## config.mk

```make
export PLATFORM = sky130hd
export DESIGN_NAME = alu_share_arbiter
export DESIGN_NICKNAME = d
export VERILOG_FILES = /design/src/rtl/alu_pkg.sv /design/src/rtl/rr_arbiter2.sv /design/src/rtl/alu_share_arbiter.sv
export SDC_FILE = /design/constraint.sdc
export NUM_CORES = 1
export LEC_CHECK = 0
export CAP_MARGIN = 20
export CORE_AREA = 2 2 120 122
export DETAILED_ROUTE_END_ITERATION = 12
export DIE_AREA = 0 0 122 124
export HOLD_SLACK_MARGIN = 0.1
export MAX_ROUTING_LAYER = met4
export PLACE_DENSITY = 0.78
export SLEW_MARGIN = 20
export SYNTH_ARGS = -nofsm -noshare
export SYNTH_HDL_FRONTEND = slang
export SYNTH_SLANG_ARGS = --single-unit
```

## constraint.sdc

```tcl
create_clock -name clk_i -period 2.4 [get_ports clk_i]
set_input_delay 0.24 -clock clk_i [delete_from_list [all_inputs] [get_ports clk_i]]
set_output_delay 0.24 -clock clk_i [all_outputs]
set_load 0.01 [all_outputs]
```

## src/rtl/alu_pkg.sv

```systemverilog
// Shared opcode constants and controller state encoding for the ALU share arbiter.
// Included by every file of the block; no configuration macros apply here.
package alu_pkg;

    typedef enum logic [3:0] {
        OP_AND  = 4'b0000,
        OP_XOR  = 4'b0001,
        OP_SLL  = 4'b0010,
        OP_ADD  = 4'b0011,
        OP_SUB  = 4'b0100,
        OP_MUL  = 4'b0101,
        OP_ADDI = 4'b0110,
        OP_SRAI = 4'b0111,
        OP_ADDR = 4'b1000
    } alu_op_e;

    typedef enum logic [1:0] {
        ST_IDLE = 2'd0,
        ST_EXEC = 2'd1,
        ST_RESP = 2'd2
    } state_e;

    localparam int CNT_W = 4;

endpackage

```

## src/rtl/rr_arbiter2.sv

```systemverilog
// Two-way round-robin arbiter: one-hot grant among valid requests, pointer moves
// to the other requester on every accepted grant.
module rr_arbiter2 (
    input  logic       clk_i,
    input  logic       rst_i,
    input  logic [1:0] req_i,
    input  logic       accept_i,
    output logic [1:0] gnt_o
);

    // prio_q = 1 favours req1 when both request
    logic prio_q;
    logic prio_d;

    always_comb begin
        gnt_o = req_i;
        if (req_i == 2'b11) begin
            gnt_o = prio_q ? 2'b10 : 2'b01;
        end
        prio_d = prio_q;
        if (accept_i) begin
            prio_d = gnt_o[0];
        end
    end

    always_ff @(posedge clk_i) begin
        if (rst_i) begin
            prio_q <= 1'b0;
        end else begin
            prio_q <= prio_d;
        end
    end

endmodule

```

## src/rtl/alu_share_arbiter.sv

```systemverilog
// Shares one external ALU between two requesters; IDLE -> EXEC -> RESP per command.
// Define ALU_MUL_MULTICYCLE_EN to stretch EXEC to MUL_CYCLES for OP_MUL.
//
// state   | meaning
// IDLE    | ready offered to the granted requester, waiting for a handshake
// EXEC    | operands on alu_*; result captured on the last EXEC cycle
// RESP    | one-cycle rsp_valid pulse to the recorded requester
module alu_share_arbiter
    import alu_pkg::*;
#(
    parameter int MUL_CYCLES = 3
) (
    input  logic        clk_i,
    input  logic        rst_i,
    input  logic        req0_valid_i,
    output logic        req0_ready_o,
    input  logic [3:0]  req0_op_i,
    input  logic [31:0] req0_a_i,
    input  logic [31:0] req0_b_i,
    input  logic        req1_valid_i,
    output logic        req1_ready_o,
    input  logic [3:0]  req1_op_i,
    input  logic [31:0] req1_a_i,
    input  logic [31:0] req1_b_i,
    output logic        rsp0_valid_o,
    output logic [31:0] rsp0_data_o,
    output logic        rsp1_valid_o,
    output logic [31:0] rsp1_data_o,
    output logic [3:0]  alu_ctrl_o,
    output logic [31:0] alu_data1_o,
    output logic [31:0] alu_data2_o,
    input  logic [31:0] alu_data_i,
    output logic        busy_o
);

    if (MUL_CYCLES < 2 || MUL_CYCLES > 15) begin : g_mul_cycles_range
        $error("MUL_CYCLES must be within 2..15");
    end

    state_e      state_q;
    logic        idx_q;
    logic [3:0]  ctrl_q;
    logic [31:0] d1_q;
    logic [31:0] d2_q;
    logic [31:0] res_q;

    logic [1:0]  gnt;
    logic        idle;
    logic        hs;
    logic        hs_idx;
    logic [3:0]  sel_op;
    logic [31:0] sel_a;
    logic [31:0] sel_b;
    logic        exec_last;

    rr_arbiter2 u_arb (
        .clk_i    (clk_i),
        .rst_i    (rst_i),
        .req_i    ({req1_valid_i, req0_valid_i}),
        .accept_i (hs),
        .gnt_o    (gnt)
    );

    assign idle   = (state_q == ST_IDLE);
    assign hs     = idle & (req0_valid_i | req1_valid_i) & ~rst_i;
    assign hs_idx = gnt[1];
    assign sel_op = hs_idx ? req1_op_i : req0_op_i;
    assign sel_a  = hs_idx ? req1_a_i  : req0_a_i;
    assign sel_b  = hs_idx ? req1_b_i  : req0_b_i;

`ifdef ALU_MUL_MULTICYCLE_EN
    logic [CNT_W-1:0] cnt_q;
    assign exec_last = (cnt_q == '0);
`else
    assign exec_last = 1'b1;
`endif

    always_ff @(posedge clk_i) begin
        if (rst_i) begin
            state_q <= ST_IDLE;
            idx_q   <= 1'b0;
            ctrl_q  <= 4'b0000;
            d1_q    <= '0;
            d2_q    <= '0;
            res_q   <= '0;
`ifdef ALU_MUL_MULTICYCLE_EN
            cnt_q   <= '0;
`endif
        end else begin
            case (state_q)
                ST_IDLE: begin
                    if (hs) begin
                        state_q <= ST_EXEC;
                        idx_q   <= hs_idx;
                        ctrl_q  <= sel_op;
                        d1_q    <= sel_a;
                        d2_q    <= sel_b;
`ifdef ALU_MUL_MULTICYCLE_EN
                        cnt_q   <= (sel_op == OP_MUL) ? CNT_W'(MUL_CYCLES - 1) : '0;
`endif
                    end
                end
                ST_EXEC: begin
                    if (exec_last) begin
                        res_q   <= alu_data_i;
                        state_q <= ST_RESP;
                    end
`ifdef ALU_MUL_MULTICYCLE_EN
                    else begin
                        cnt_q <= cnt_q - 1'b1;
                    end
`endif
                end
                ST_RESP: state_q <= ST_IDLE;
                default: state_q <= ST_IDLE;
            endcase
        end
    end

    assign req0_ready_o = idle & gnt[0];
    assign req1_ready_o = idle & gnt[1];
    assign rsp0_valid_o = (state_q == ST_RESP) & ~idx_q;
    assign rsp1_valid_o = (state_q == ST_RESP) & idx_q;
    assign rsp0_data_o  = res_q;
    assign rsp1_data_o  = res_q;
    assign alu_ctrl_o   = ctrl_q;
    assign alu_data1_o  = d1_q;
    assign alu_data2_o  = d2_q;
    assign busy_o       = ~idle;

endmodule

```

## After elaboration in Yosys (flattened, before gate mapping)

Cells that the tools add are included.

| storage, ports and cells | value |
|---|---|
| flip-flop bits (word level) | 104 |
| latch bits | 0 |
| memory bits (writable) | 0 |
| memory bits (read-only) | 0 |
| input bits | 172 |
| word-level logic and storage cells | 30 |
| memories | 0 |

| cells by class | value |
|---|---|
| add/subtract/negate cells | 0 |
| $mul | 0 |
| divide/modulo/power cells | 0 |
| order comparisons | 0 |
| eq/ne operators | 4 |
| shifts and indexed selects | 0 |
| mux-type cells | 7 |
| bitwise gates (word level) | 10 |
| reduce and logical (&&, ||, !) cells | 2 |

Operators with widths:

| kind | count |
|---|---|
| 32-bit two-way mux | 2 |
| 1-bit AND | 6 |
| 2-bit two-way mux | 3 |
| 2-bit equality test (second input constant) | 2 |
| 4-bit two-way mux | 1 |
| 2-bit case mux with 2 select lines | 1 |
| 1-bit NOT | 3 |
| 2-bit by 1-bit equality test with 1-bit output (second input constant) | 1 |
| 2-bit logical NOT | 1 |
| 2-bit by 1-bit != test with 1-bit output (second input constant) | 1 |
| 2-bit AND reduction | 1 |
| 1-bit OR | 1 |

## Logic depth before layout (Yosys ltp)

| logic depth | value |
|---|---|
| depth in word-level cells | 5 |
| gate-level depth with buffers | 7 |

## Modules after synthesis

A second synthesis with hierarchy kept.

| second synthesis, totals | value |
|---|---|
| cell total of the unflattened synthesis | 509 |
| area total of the unflattened synthesis | 4754.6 µm² |

Modules (own cells, without submodules):

| module | instances | cells an instance | area each (µm²) | seq. area each (µm²) |
|---|---|---|---|---|
| alu_share_arbiter | 1 | 502 | 4687.0 | 2062.0 |
| rr_arbiter2 | 1 | 7 | 67.6 | 20.0 |

## Worst setup path before layout

Ideal clock, no wire load.

| path | value |
|---|---|
| path kind | register to register |
| from | reg state_q[1] |
| to | reg d1_q[1] (netlist: alu_data1_o[1]) |
| setup time | 139 ps |
| data arrival time | 1240 ps |
| setup slack | 1021 ps |
| cell stages (with the launch flop) | 7 |
| path buffers | 2 |
| clock period less this slack | 1379 ps |
| path through | dfxtp_1 > nor2_4 > inv_2 > nor2_2 > buf_2 > buf_4 > a311oi_2 |

| between the ends | value |
|---|---|
| cells in the longest elaborated chain, start to end | 4 |

RTL lines:

| element | RTL line | RTL |
|---|---|---|
| start: declaration | alu_share_arbiter.sv:40 | `state_e state_q;` |
| start signal: assignment | alu_share_arbiter.sv:80 | `state_q <= ST_IDLE;` |
| start signal: assignment | alu_share_arbiter.sv:93 | `state_q <= ST_EXEC;` |
| start signal: assignment | alu_share_arbiter.sv:106 | `state_q <= ST_RESP;` |
| 2-bit logical NOT (*) | alu_share_arbiter.sv:64, alu_share_arbiter.sv:90 |  |
| 1-bit AND (2 in series) | alu_share_arbiter.sv:65 | `assign hs = idle & (req0_valid_i \| req1_valid_i) & ~rst_i;` |
| 2-bit AND reduction (no line) (*) | n/a |  |
| end signal: assignment | alu_share_arbiter.sv:96 | `d1_q <= sel_a;` |
| end: declaration | alu_share_arbiter.sv:43 | `logic [31:0] d1_q;` |

Every way passes the cells marked *; elsewhere a longest branch is shown, timed or not.
A chain may end at the register's enable or synchronous reset.

## Final worst setup path

| path | value |
|---|---|
| from | reg state_q[1] |
| to | out req1_ready_o |

| between the ends | value |
|---|---|
| cells in the longest elaborated chain, start to end | 2 |

RTL lines:

| element | RTL line | RTL |
|---|---|---|
| 2-bit logical NOT | alu_share_arbiter.sv:64 | `assign idle = (state_q == ST_IDLE);` |
| 1-bit AND | alu_share_arbiter.sv:121 | `assign req1_ready_o = idle & gnt[1];` |
| end: declaration | alu_share_arbiter.sv:21 | `output logic req1_ready_o,` |

No other way between the ends.

==> flow_summary.yaml <==
layout:
  drive_above_1_share_pct: 6.35
  final_nets: 1002
  antenna_cells: 0
  area_growth_syn_to_layout_pct: 67.3
  design_area_mm2: 0.00814
power:
  total_power_uw: 5200
  leakage_uw: 0.00281
  power_density_mw_per_mm2: 639
  ir_drop_mv: 0.334
sta:
  finalSetupViolations: 0
  rsz0062_at_grt: "no"
  setup_tns_ns: 0
  worst_pin_slew_ns: 0.760
  fin_skew_ns: 0.00736
  slew_violations: 0
  fin_crit_ns: 2.32
  min_period_over_period_pct: 96.8
  slew_headroom_pct: 49.3
  hold_violations: 0
  fmax_ghz: 0.430
die:
  die_h_um: 124
  core_region_area_mm2: 0.0137
  initial_core_util_pct: 35.5
  die_area_mm2: 0.0151
  io_pins: 309
  floorplan.rows: 43
  fp.dieW_um: 122
critical_path:
  cp-start-kind: "flip-flop"
  end_kind: "primary output"
  cp_max_fo: 16
  r2r-start: "state_q[1]"
  critPathLaunch: "state_q[1]"
  worst_path_max_delay_cell: "clkdlybuf4s50_1"
  required_ns: 2.16
  worstPathArrival_ns: 2.08
  crit_type: "flip-flop to primary output"
  r2r_setup_slack_ns: 0.47
  crit_chain: "nor2_4 > nand3_1 > inv_1 > clkdlybuf4s50_1"
  critPathMaxStageDelay_ns: 0.57
synth:
  synth_seq_cells: 104
  synthTopCellsByCount: "dfxtp_1 (104), a21oi_1 (103), nand3_1 (69)"
  synth_area_mm2: 0.00486
  yosysMostFrequentCell: "dfxtp_1"
  synth_largest_area_cell: "dfxtp_1"
  synth_area_leaders: "dfxtp_1 (43%), a311oi_1 (11%), a21oi_1 (11%)"
  postSynthAreaPerCell_um2: 8.13
  synthFlopType: "dfxtp_1"
  syn_inst: 598
  synth_top_area_share_pct: 42.8
  yosysSeqAreaShare_pct: 42.8
  yosys_warnings: 0
  synth_nets: 770
  synth_edf_count: 0
  async_flop_share_pct: 0
  ys_types: 25
routing:
  routed_via_density: 5.34
  ant_nets: 0
  drt_iter0_markers: 237
  routed_wl_um: 18200
  vias: 5424
  first_pass_iters: 4
  avgRoutedWirePerCell_um: 17.9
  remaining_drc_errors: 0
clock_tree:
  holdBufCountCts: 0
  tritoncts: "yes"
  cts_buffers: 9
  htreeDepth: 3
  postCtsSetupRepairBufs: 0
  clk_transition_reported_paths_ns: 0.07
  clockBufferDepth: 2
  cts_resized: 0
  cts_sinks: 104
  clk_latency_ns: 0.35
  cts-root-buf: "clkbuf_16"
job:
  cap_violations: 0
status:
  outcome: "completed"
global_route:
  antenna_found_initial: 0
  grt_pass1_vias: 5122
  grt_usage_pct: 23.8
  grt_pass1_wl_um: 27300
  grt_overflow: 0
  grt_max_degree: 105
placed_design:
  gp_routability_congestion: 0.815
  port_buffers: 308
  hpwl_um: 12500
  placed_area_mm2: 0.00779
worst_hold_path:
  hp-start: "req1_valid_i"
  min_path_type: "input port to flip-flop"
layer usage:
layer,vias up,global-route usage (%),share of wire [%]
li1,2621,-,-
met1,2515,28.0,40
met2,256,39.0,49
met3,32,6.00,8.8
met4,0,9.70,2.8
met5,-,-,0
cells in the final DEF, fill, tap and decap left out, types with 10 or more instances in the layout:
cell	count
clkdlybuf4s50_1	306
dfxtp_1	104
a21oi_1	103
nand3_1	69
nand2_1	65
a311oi_1	59
o21ai_0	50
o21ai_1	19
buf_4	13
a311oi_2	10
final cells by class:
class                      count  area, um2
clock inverter                 5        104
clock buffer                  11        243
timing repair buffer         325       3270
multi-input combinational    387       2210
inverter                       3       11.3
sequential                   104       2080
tap                          180        225
fill                        1253       5580
logic make-up after synthesis:
kind of cell,count (synthesis),share of synthesized area [%]
buffers and inverters,107,12.0
flip-flops,104,42.8
AND/OR/NAND/NOR,146,13.8
AO/OA/AOI/OAI,241,31.4
final timing paths:
path | end | depth (start not counted)
hold / removal | u_arb.prio_q | 2
hold reg to reg | rsp0_data_o[13] | 2
setup reg to reg | alu_data1_o[30] | 4
setup / recovery | req1_ready_o | 4
per-stage QoR:
| step | util (%) | setup WS [ns] | cells | hold slack, ns |
|---|---|---|---|---|
| 6_report | 59.3 | 0.0771 | 1015 | 0.258 |
| 5_1_grt | 59.3 | 0.00310 | 1015 | 0.269 |
| 4_1_cts | 59.3 | 0.0723 | 1015 | 0.253 |
| 3_5_place_dp | 56.8 | 0.347 | 999 | 0.462 |
| 3_3_place_gp | 56.8 | 0.405 | 999 | 0.456 |
| 2_1_floorplan | - | 1.02 | 598 | 0.376 |
power breakdown:
group / switching, uW / internal [uW]
sequential: 104 / 1900
combinational: 672 / 805
clock: 669 / 1050
total: 1450 / 3760
registers in the layout (all words and copies together) (netlist names):
signal        count
u_arb.prio_q      1
alu_data2_o      32
alu_data1_o      32
rsp0_data_o      32
alu_ctrl_o        4
state_q           2
idx_q             1
worst max-delay path: cells and delay by family (launching register included):
family,cells,cell delay (ns)
flops,1,0.37
buf+inv,2,0.71
simple gates,2,0.66
Note: power is estimated with default switching activity, not from simulation.
